File: src/rtl/ocr_seq_pkg.sv
// Shared types and constants for the OCR frame sequencer.
package ocr_seq_pkg;

   typedef enum logic [2:0] {
      StIdle,
      StLoadRx,
      StLoadWr,
      StInferStart,
      StInferWait,
      StClear,
      StError
   } seq_state_e;

   // Command opcodes, only decoded in IDLE (CLEAR also in ERROR)
   localparam logic [7:0] OpLoad  = 8'h01;
   localparam logic [7:0] OpInfer = 8'h02;
   localparam logic [7:0] OpClear = 8'h03;

   // Externally visible status codes
   localparam logic [3:0] StatusIdle   = 4'h0;
   localparam logic [3:0] StatusLoad   = 4'h1;
   localparam logic [3:0] StatusInfer  = 4'h2;
   localparam logic [3:0] StatusResult = 4'h3;
   localparam logic [3:0] StatusClear  = 4'h4;
   localparam logic [3:0] StatusError  = 4'hE;

   // Result value meaning "no valid class"
   localparam logic [3:0] ResultBlank = 4'hF;

endpackage

File: src/rtl/seq_watchdog.sv
// Inactivity watchdog: reloads while disabled or kicked, counts down otherwise and flags
// expiry in the cycle the count reaches zero.
module seq_watchdog #(
   parameter int unsigned Cycles = 1000000
) (
   input  logic clk,
   input  logic rst,
   input  logic en_i,
   input  logic kick_i,
   output logic expire_o
);

   localparam int unsigned CntW = (Cycles > 1) ? $clog2(Cycles) : 1;
   localparam logic [CntW-1:0] Reload = CntW'(Cycles - 1);

   logic [CntW-1:0] cnt_q, cnt_d;

   // Next count and expiry; a kick in the expiry cycle suppresses the expiry
   always_comb begin
      cnt_d = cnt_q;
      if (!en_i || kick_i) begin
         cnt_d = Reload;
      end else if (cnt_q != '0) begin
         cnt_d = cnt_q - 1'b1;
      end
      expire_o = en_i && !kick_i && (cnt_q == '0);
   end

   // Count register
   always_ff @(posedge clk or posedge rst) begin
      if (rst) begin
         cnt_q <= Reload;
      end else begin
         cnt_q <= cnt_d;
      end
   end

endmodule

File: src/rtl/ocr_frame_sequencer.sv
// OCR frame sequencer: decodes SPI command bytes, streams image bytes into the buffer,
// launches BNN inference and latches the classification result.
module ocr_frame_sequencer
   import ocr_seq_pkg::*;
#(
   parameter int unsigned IMG_BYTES      = 113,
   parameter int unsigned ADDR_W         = 7,
   parameter int unsigned RESULT_W       = 4,
   parameter int unsigned NUM_CLASSES    = 10,
   parameter int unsigned TIMEOUT_CYCLES = 1000000,
   parameter bit          AUTO_INFER     = 1'b1
) (
   input  logic                clk,
   input  logic                rst,
   input  logic [7:0]          rx_data_i,
   input  logic                rx_valid_i,
   output logic                rx_taken_o,
   output logic                rx_enable_o,
   output logic                buf_wr_req_o,
   input  logic                buf_wr_ready_i,
   output logic [7:0]          buf_wr_data_o,
   output logic [ADDR_W-1:0]   buf_wr_addr_o,
   output logic                buf_clear_o,
   input  logic                buf_full_i,
   output logic                bnn_start_o,
   input  logic                bnn_done_i,
   input  logic [RESULT_W-1:0] bnn_result_i,
   output logic [RESULT_W-1:0] result_out_o,
   output logic                result_valid_o,
   output logic [3:0]          status_code_o,
   output logic                err_flag_o,
   output logic [7:0]          frame_count_o
);

   localparam logic [RESULT_W-1:0] Blank    = RESULT_W'(ResultBlank);
   localparam logic [ADDR_W-1:0]   LastAddr = ADDR_W'(IMG_BYTES - 1);

   seq_state_e          state_q, state_d;
   logic [ADDR_W-1:0]   addr_q, addr_d;
   logic                wr_req_q, wr_req_d;
   logic [7:0]          wr_data_q, wr_data_d;
   logic                rx_taken_q, rx_taken_d;
   logic                buf_clear_q, buf_clear_d;
   logic [RESULT_W-1:0] result_q, result_d;
   logic                result_valid_q, result_valid_d;
   logic                err_q, err_d;
   logic [7:0]          frame_cnt_q, frame_cnt_d;
   logic                handshake, wd_en, wd_expire, load_cmd;

   seq_watchdog #(
      .Cycles (TIMEOUT_CYCLES)
   ) u_watchdog (
      .clk      (clk),
      .rst      (rst),
      .en_i     (wd_en),
      .kick_i   (rx_taken_q | handshake),
      .expire_o (wd_expire)
   );

   // Byte intake, write handshake, watchdog enable and status decode
   always_comb begin
      rx_enable_o = (state_q == StIdle) || (state_q == StLoadRx) || (state_q == StError);
      // The taken pulse itself blocks a second consume of the same held byte
      rx_taken_d  = rx_valid_i && rx_enable_o && !rx_taken_q;
      handshake   = wr_req_q && buf_wr_ready_i;
      wd_en       = (state_q == StLoadRx) || (state_q == StLoadWr) || (state_q == StInferWait);
      unique case (state_q)
         StIdle:                    status_code_o = result_valid_q ? StatusResult : StatusIdle;
         StLoadRx, StLoadWr:        status_code_o = StatusLoad;
         StInferStart, StInferWait: status_code_o = StatusInfer;
         StClear:                   status_code_o = StatusClear;
         default:                   status_code_o = StatusError;
      endcase
   end

   // Sequencer next-state; byte consume and write handshake take priority over timeout
   always_comb begin
      state_d        = state_q;
      addr_d         = addr_q;
      wr_req_d       = wr_req_q;
      wr_data_d      = wr_data_q;
      result_d       = result_q;
      result_valid_d = result_valid_q;
      err_d          = err_q;
      frame_cnt_d    = frame_cnt_q;
      load_cmd       = 1'b0;
      unique case (state_q)
         StIdle: begin
            if (rx_taken_q) begin
               case (rx_data_i)
                  OpLoad: begin
                     load_cmd       = 1'b1;
                     addr_d         = '0;
                     result_valid_d = 1'b0;
                     state_d        = StLoadRx;
                  end
                  OpInfer: state_d = buf_full_i ? StInferStart : StError;
                  OpClear: state_d = StClear;
                  default: err_d   = 1'b1;
               endcase
            end
         end
         StLoadRx: begin
            if (rx_taken_q) begin
               wr_data_d = rx_data_i;
               wr_req_d  = 1'b1;
               state_d   = StLoadWr;
            end else if (wd_expire) begin
               state_d = StError;
            end
         end
         StLoadWr: begin
            if (handshake) begin
               wr_req_d = 1'b0;
               addr_d   = addr_q + 1'b1;
               if (addr_q == LastAddr) begin
                  state_d = AUTO_INFER ? StInferStart : StIdle;
               end else begin
                  state_d = StLoadRx;
               end
            end else if (wd_expire) begin
               wr_req_d = 1'b0;
               state_d  = StError;
            end
         end
         StInferStart: state_d = StInferWait;
         StInferWait: begin
            if (bnn_done_i) begin
               frame_cnt_d = frame_cnt_q + 8'd1;
               if (32'(bnn_result_i) < NUM_CLASSES) begin
                  result_d       = bnn_result_i;
                  result_valid_d = 1'b1;
               end else begin
                  result_d       = Blank;
                  result_valid_d = 1'b0;
                  err_d          = 1'b1;
               end
               state_d = StIdle;
            end else if (wd_expire) begin
               state_d = StError;
            end
         end
         StClear: begin
            result_d       = Blank;
            result_valid_d = 1'b0;
            err_d          = 1'b0;
            state_d        = StIdle;
         end
         StError: begin
            if (rx_taken_q && (rx_data_i == OpClear)) begin
               state_d = StClear;
            end
         end
         default: state_d = StIdle;
      endcase
      if (state_d == StError) begin
         err_d = 1'b1;
      end
      buf_clear_d = load_cmd || (state_d == StClear);
   end

   // State and output registers
   always_ff @(posedge clk or posedge rst) begin
      if (rst) begin
         state_q        <= StIdle;
         addr_q         <= '0;
         wr_req_q       <= 1'b0;
         wr_data_q      <= '0;
         rx_taken_q     <= 1'b0;
         buf_clear_q    <= 1'b0;
         result_q       <= Blank;
         result_valid_q <= 1'b0;
         err_q          <= 1'b0;
         frame_cnt_q    <= '0;
      end else begin
         state_q        <= state_d;
         addr_q         <= addr_d;
         wr_req_q       <= wr_req_d;
         wr_data_q      <= wr_data_d;
         rx_taken_q     <= rx_taken_d;
         buf_clear_q    <= buf_clear_d;
         result_q       <= result_d;
         result_valid_q <= result_valid_d;
         err_q          <= err_d;
         frame_cnt_q    <= frame_cnt_d;
      end
   end

   assign rx_taken_o     = rx_taken_q;
   assign buf_wr_req_o   = wr_req_q;
   assign buf_wr_data_o  = wr_data_q;
   assign buf_wr_addr_o  = addr_q;
   assign buf_clear_o    = buf_clear_q;
   assign bnn_start_o    = (state_q == StInferStart);
   assign result_out_o   = result_q;
   assign result_valid_o = result_valid_q;
   assign err_flag_o     = err_q;
   assign frame_count_o  = frame_cnt_q;

endmodule

File: config.mk
export PLATFORM = sky130hd
export DESIGN_NAME = ocr_frame_sequencer
export DESIGN_NICKNAME = d
export VERILOG_FILES = /design/src/rtl/ocr_seq_pkg.sv /design/src/rtl/seq_watchdog.sv /design/src/rtl/ocr_frame_sequencer.sv
export SDC_FILE = /design/constraint.sdc
export NUM_CORES = 1
export LEC_CHECK = 0
export CAP_MARGIN = 10
export CORE_ASPECT_RATIO = 0.75
export CORE_MARGIN = 5
export CORE_UTILIZATION = 41
export DETAILED_ROUTE_END_ITERATION = 10
export GPL_TIMING_DRIVEN = 0
export PLACE_DENSITY = 0.65
export SYNTH_ARGS = -nofsm -noshare
export SYNTH_HDL_FRONTEND = slang
export SYNTH_SLANG_ARGS = --single-unit
File: constraint.sdc
create_clock -name clk -period 2.35 [get_ports clk]
set_input_delay 0.235 -clock clk [delete_from_list [all_inputs] [get_ports clk]]
set_output_delay 0.235 -clock clk [all_outputs]
set_load 0.03 [all_outputs]
Word level (Yosys, flattened, before mapping)

Index checks and enable logic that the tools add are counted.

Output and inout bits: 38
Word-level logic and storage cells: 111
Register bits: 55
Input port bits: 18

Equality and inequality tests: 22
Bitwise logic cells: 1
Magnitude comparators: 1
Reduce and logical (&&, ||, !) cells: 34
$add $sub $neg: 3
Muxes and demuxes: 39

Operators with widths:

| operator              | number |
|---|---|
| $mux 20               | 2 |
| $mux 3                | 7 |
| $mux 7                | 3 |
| $logic_not 20->1      | 1 |
| $reduce_bool 20->1    | 1 |
| $sub 20x1->20 const B | 1 |
| $pmux 3 s6            | 1 |
| $eq 8x2->1 const B    | 2 |
| $pmux 4 s4            | 1 |
| $eq 3x3->1 const B    | 5 |
| $mux 1                | 15 |
| $ne 3x2->1 const B    | 5 |
| $pmux 7 s2            | 1 |
| $pmux 3 s3            | 1 |
| $add 8x1->8 const B   | 1 |
| $eq 8x1->1 const B    | 1 |
| $mux 4                | 2 |
| $ne 2x2->1 const B    | 4 |
| $pmux 4 s2            | 1 |
| $reduce_and 4->1      | 2 |
| $reduce_bool 2->1     | 4 |
| $add 7x1->7 const B   | 1 |
| $eq 7x7->1 const B    | 1 |
| $eq 3x2->1 const B    | 2 |
| other kinds (18)      | 35 |

Longest topological paths before layout

Depth in word-level cells: 11
Mapped depth: 7
Depth with buffers taken out: 7

Hierarchy

A second synthesis with hierarchy kept.

Cell total of the unflattened synthesis: 310
Area total of the unflattened synthesis: 3050.4 um^2

Modules (own cells, without submodules):

| module              | area an instance (um^2) | sequential area each (um^2) | times used | cells each |
|---|---|---|---|---|
| ocr_frame_sequencer | 1874.3                  | 880.8                       | 1          | 189 |
| seq_watchdog        | 1176.1                  | 515.5                       | 1          | 121 |

Least setup slack after synthesis

Ideal clock, no wire load.

Kind: reg2out
Start: register state_q[0]
End: output status_code_o[0]
Data arrival time: 1725 ps
Cell stages (with the launch flop): 5
Slack: 390 ps
Required time: 2115 ps
Path buffers: 2
Path through: dfrtp_1 > buf_1 > clkbuf_1 > nor3_1 > a211oi_1

Cells in the longest elaborated chain, start to end: 3
Elaborated cells on any way between the ends: 9
Those cells by class: eq/ne: 5; mux: 1; reduce/logical: 3

RTL lines:

| element                                  | RTL line                   | text |
|---|---|---|
| start: declaration                       | ocr_frame_sequencer.sv:38  | `seq_state_e state_q, state_d;` |
| start signal: assignment                 | ocr_frame_sequencer.sv:165 | `state_q <= StIdle;` |
| start signal: assignment                 | ocr_frame_sequencer.sv:176 | `state_q <= state_d;` |
| $eq 3x2->1, or another cell as far along | ocr_frame_sequencer.sv:67  | `unique case (state_q)` |
| $reduce_or 2->1                          | ocr_frame_sequencer.sv:67  |  |
| $pmux 4 s4 *                             | ocr_frame_sequencer.sv:67  |  |
| end: declaration                         | ocr_frame_sequencer.sv:30  | `output logic [3:0] status_code_o,` |

Every way passes the cells marked *; elsewhere a longest branch is shown, timed or not.

Worst setup path in the final report

Start: register state_q[2]
End: output status_code_o[3]

Same word-level chain as after synthesis.

==> metrics.txt <==
run status finished, final reports clean; post-layout min period 2.232 ns; antenna violations before repair 0; Synth Instances 301; die outline area 9163 um^2; die height ~84 um; critical register-to-register path startpoint state_q[2]; ys async rst share 1.000; path category of the worst min-delay check in2async; internal reg-to-reg setup slack 0.20 ns; Syn Area/Cell about 10 um^2; startpoint kind of the worst setup timing path flop; ant diodes 0; maximum number of pins on one net before global-route repair about 40; RSZ-0062 raised after global routing no; peak supply drop between 0.2 and 0.25 mV; Slew Limit Headroom 0.6326; count of endpoints failing setup in the final report 0; post-synthesis sequential area ratio 0.4644; final instance area 3807 um^2; leakage power figure around 0.0016 uW; max-capacitance violation count 0; endpoint required time on the critical path 2.12 ns; Setup Skew 0.01331 ns; TritonCTS clock tree yes; placer congestion estimate 0.9075; met3 wirelength from detailed routing 379 um; initial core utilization 0.4159; yosys synthesis warning count 0; Final Cycle Share 0.9498; share of final-layout standard cells stronger than drive strength 1 0.1515; number of nets in the layout between 300 and 400; via-per-instance ratio 5.362; Cell Count, Final, Fillers Out 464; Bufs on Longest Clock Path 2; via count ~2.5k; post-route worst hold slack 0.2019 ns; number of search-and-repair iterations in the first detailed-routing pass 4; GRT Resource Usage Total 0.1628; met1 wire length 3552 um; post-placement cell count around 460; highest layer used for signal routing met4; total I/O pin count 56; Final Max Tran Viols 0; area after detailed placement 3704 um^2; Detailed Route WL 7045 um; Area growth syn-to-layout 26.63%; worst reg-to-reg path cell count 6; upper clock frequency limit around 450 MHz; Die Wd 108.9 um; most used cells in the layout excluding fill and tap cells 52 x sky130_fd_sc_hd__clkdlybuf4s50_1, 37 x sky130_fd_sc_hd__dfrtp_1, 29 x sky130_fd_sc_hd__nand2_1, 23 x sky130_fd_sc_hd__nor2_1, 16 x sky130_fd_sc_hd__dfstp_2; routed wirelength normalized by instance count 15.18 um; commonest register cell after synthesis sky130_fd_sc_hd__dfrtp_1; Crit path arrival time 2.00 ns; Worst Setup End Kind output port; Worst Setup Path Type reg2out; flip-flop and latch count after synthesis 55; most frequent standard cell in the layout excluding fill and tap cells sky130_fd_sc_hd__clkdlybuf4s50_1; gr ovfl total 0; Antenna Nets Post-Route 0; # port buffers 55; Distinct cells, synth 59; post-CTS setup buffer count 0; number of standard-cell rows in the floorplan 27; via count of the first global-routing pass 2,406; crit path max fanout 10; H-tree depth reported by CTS 2; clock latency reported for the late side of the worst-skew pair 0.31 ns; clock-pin slew on the worst setup and hold paths 0.10 ns; worst slew pin tran 0.5511 ns; cts bufs inserted 5; Clock Root Buffer sky130_fd_sc_hd__clkbuf_8; metal2 WL 3041 um; wire length of the first global-routing pass 12,070 um; post-DP HPWL 5277 um; Initial DRC Count 153; Num Clock Sinks 55; Final Hold Vio Count 0; post-synthesis instance area 3007 um^2; number of synthesized flops with an enable pin 0; Core Footprint 7229 um^2; residual DRC count 0; Worst R2R End buf_clear_o; Post-Syn Nets 324; Power Dens Cells 481.1 nW/um^2
-- worst max-delay path by stage --
| stage | start | end | slack, ns | depth (start not counted) |
|---|---|---|---|---|
| 2_1_floorplan | state_q[0] | status_code_o[0] | 0.39 | 4 |
| 3_3_place_gp | rst | buf_wr_data_o[1] | -0.32 | 2 |
| 3_5_place_dp | buf_wr_ready_i | buf_clear_o | 0.02 | 6 |
| 4_1_cts | state_q[2] | status_code_o[1] | 0.03 | 5 |
| 5_1_grt | state_q[2] | status_code_o[2] | 0.006 | 4 |
| 6_report | state_q[2] | status_code_o[3] | 0.12 | 4 |
-- per-layer routing --
layer	vias to the layer above	GRT usage
met5	-	0
met4	0	0.04243
met3	9	0.03997
met2	64	0.2285
met1	1195	0.2483
li1	1220	-
-- cells in the mapped netlist, drive strengths merged, types with 2 or more instances --
master / number / area [um^2]
or3: 5 / 31.28
nor2: 23 / 86.33
nand2: 29 / 108.9
o31ai: 5 / 42.54
and3: 5 / 31.28
or4: 5 / 41.29
a211oi: 5 / 37.54
nand3: 8 / 40.04
inv: 12 / 45.04
clkbuf: 9 / 33.78
a21oi: 12 / 60.06
xnor2: 10 / 87.58
nand4: 11 / 75.07
a31o: 3 / 26.28
dfrtp: 39 / 975.9
o21ai: 11 / 55.05
nor2b: 4 / 25.02
o211ai: 8 / 65.06
nor3b: 4 / 35.03
dfstp: 16 / 420.4
xor2: 14 / 122.6
and4: 2 / 17.52
nor3: 7 / 62.56
buf: 3 / 13.76
nor4: 5 / 43.79
o211a: 2 / 20.02
mux2: 10 / 112.6
ha: 5 / 62.56
o22a: 3 / 26.28
and2: 6 / 37.54
nand4b: 3 / 26.28
-- what timing repair did --
item | in CTS | in global routing
hold buffers | 0 | 0
gates resized for setup | 6 | 4
endpoints found under the setup margin | 6 | 3
-- area by class of cell --
cell class                      count  area [um^2]
Timing Repair Buffer               56        574.3
Fill cell                         682         3422
Clock buffer                        8        100.1
Sequential cell                    55         1399
Multi-Input combinational cell    222         1518
Buffer                             10        45.04
Tap cell                          101        126.4
Inverter                           12        45.04
-- flip-flops by register name (all words and copies together) (netlist names) --
register and flops:
u_watchdog.cnt_q 20, buf_wr_data_o 8, frame_count_o 8, buf_wr_addr_o 7
result_out_o 4, state_q 3, buf_clear_o 1, buf_wr_req_o 1
err_flag_o 1, result_valid_o 1, rx_taken_o 1
-- critical path, stage by stage, from the launching register on --
cell	delay, ns
sky130_fd_sc_hd__dfrtp_1	0.41
sky130_fd_sc_hd__buf_2	0.23
sky130_fd_sc_hd__clkbuf_2	0.24
sky130_fd_sc_hd__and2_1	0.15
sky130_fd_sc_hd__clkdlybuf4s50_1	0.66
-- logic make-up after synthesis --
logic type                 after synthesis  share of synthesized area
adders and majority gates                5                    0.02081
DFF                                     55                     0.4644
xor gates and xnor gates                24                    0.06991
and+or+nand+nor                        122                     0.2335
muxes                                   10                    0.03745
AOI/OAI and AO/OA                       61                     0.1432
buffers and inverters                   24                    0.03079
-- power breakdown --
group	internal (uW)	switching, uW
sequential	983	25.0
combinational	115	137
clock	270	301
total	1370	463
-- metrics by stage --
step | TNS, ns | util | worst slack, ns | total power (uW)
4_1_cts | 0 | 0.5258 | 0.02799 | 1856
3_3_place_gp | -12.16 | 0.5095 | -0.3153 | 1275
3_5_place_dp | 0 | 0.5123 | 0.02108 | 1283
6_report | 0 | 0.5267 | 0.1180 | 1832
5_1_grt | 0 | 0.5267 | 0.006449 | 1920
2_1_floorplan | 0 | - | 0.3903 | 1154
(Power assumes the default switching activity.)
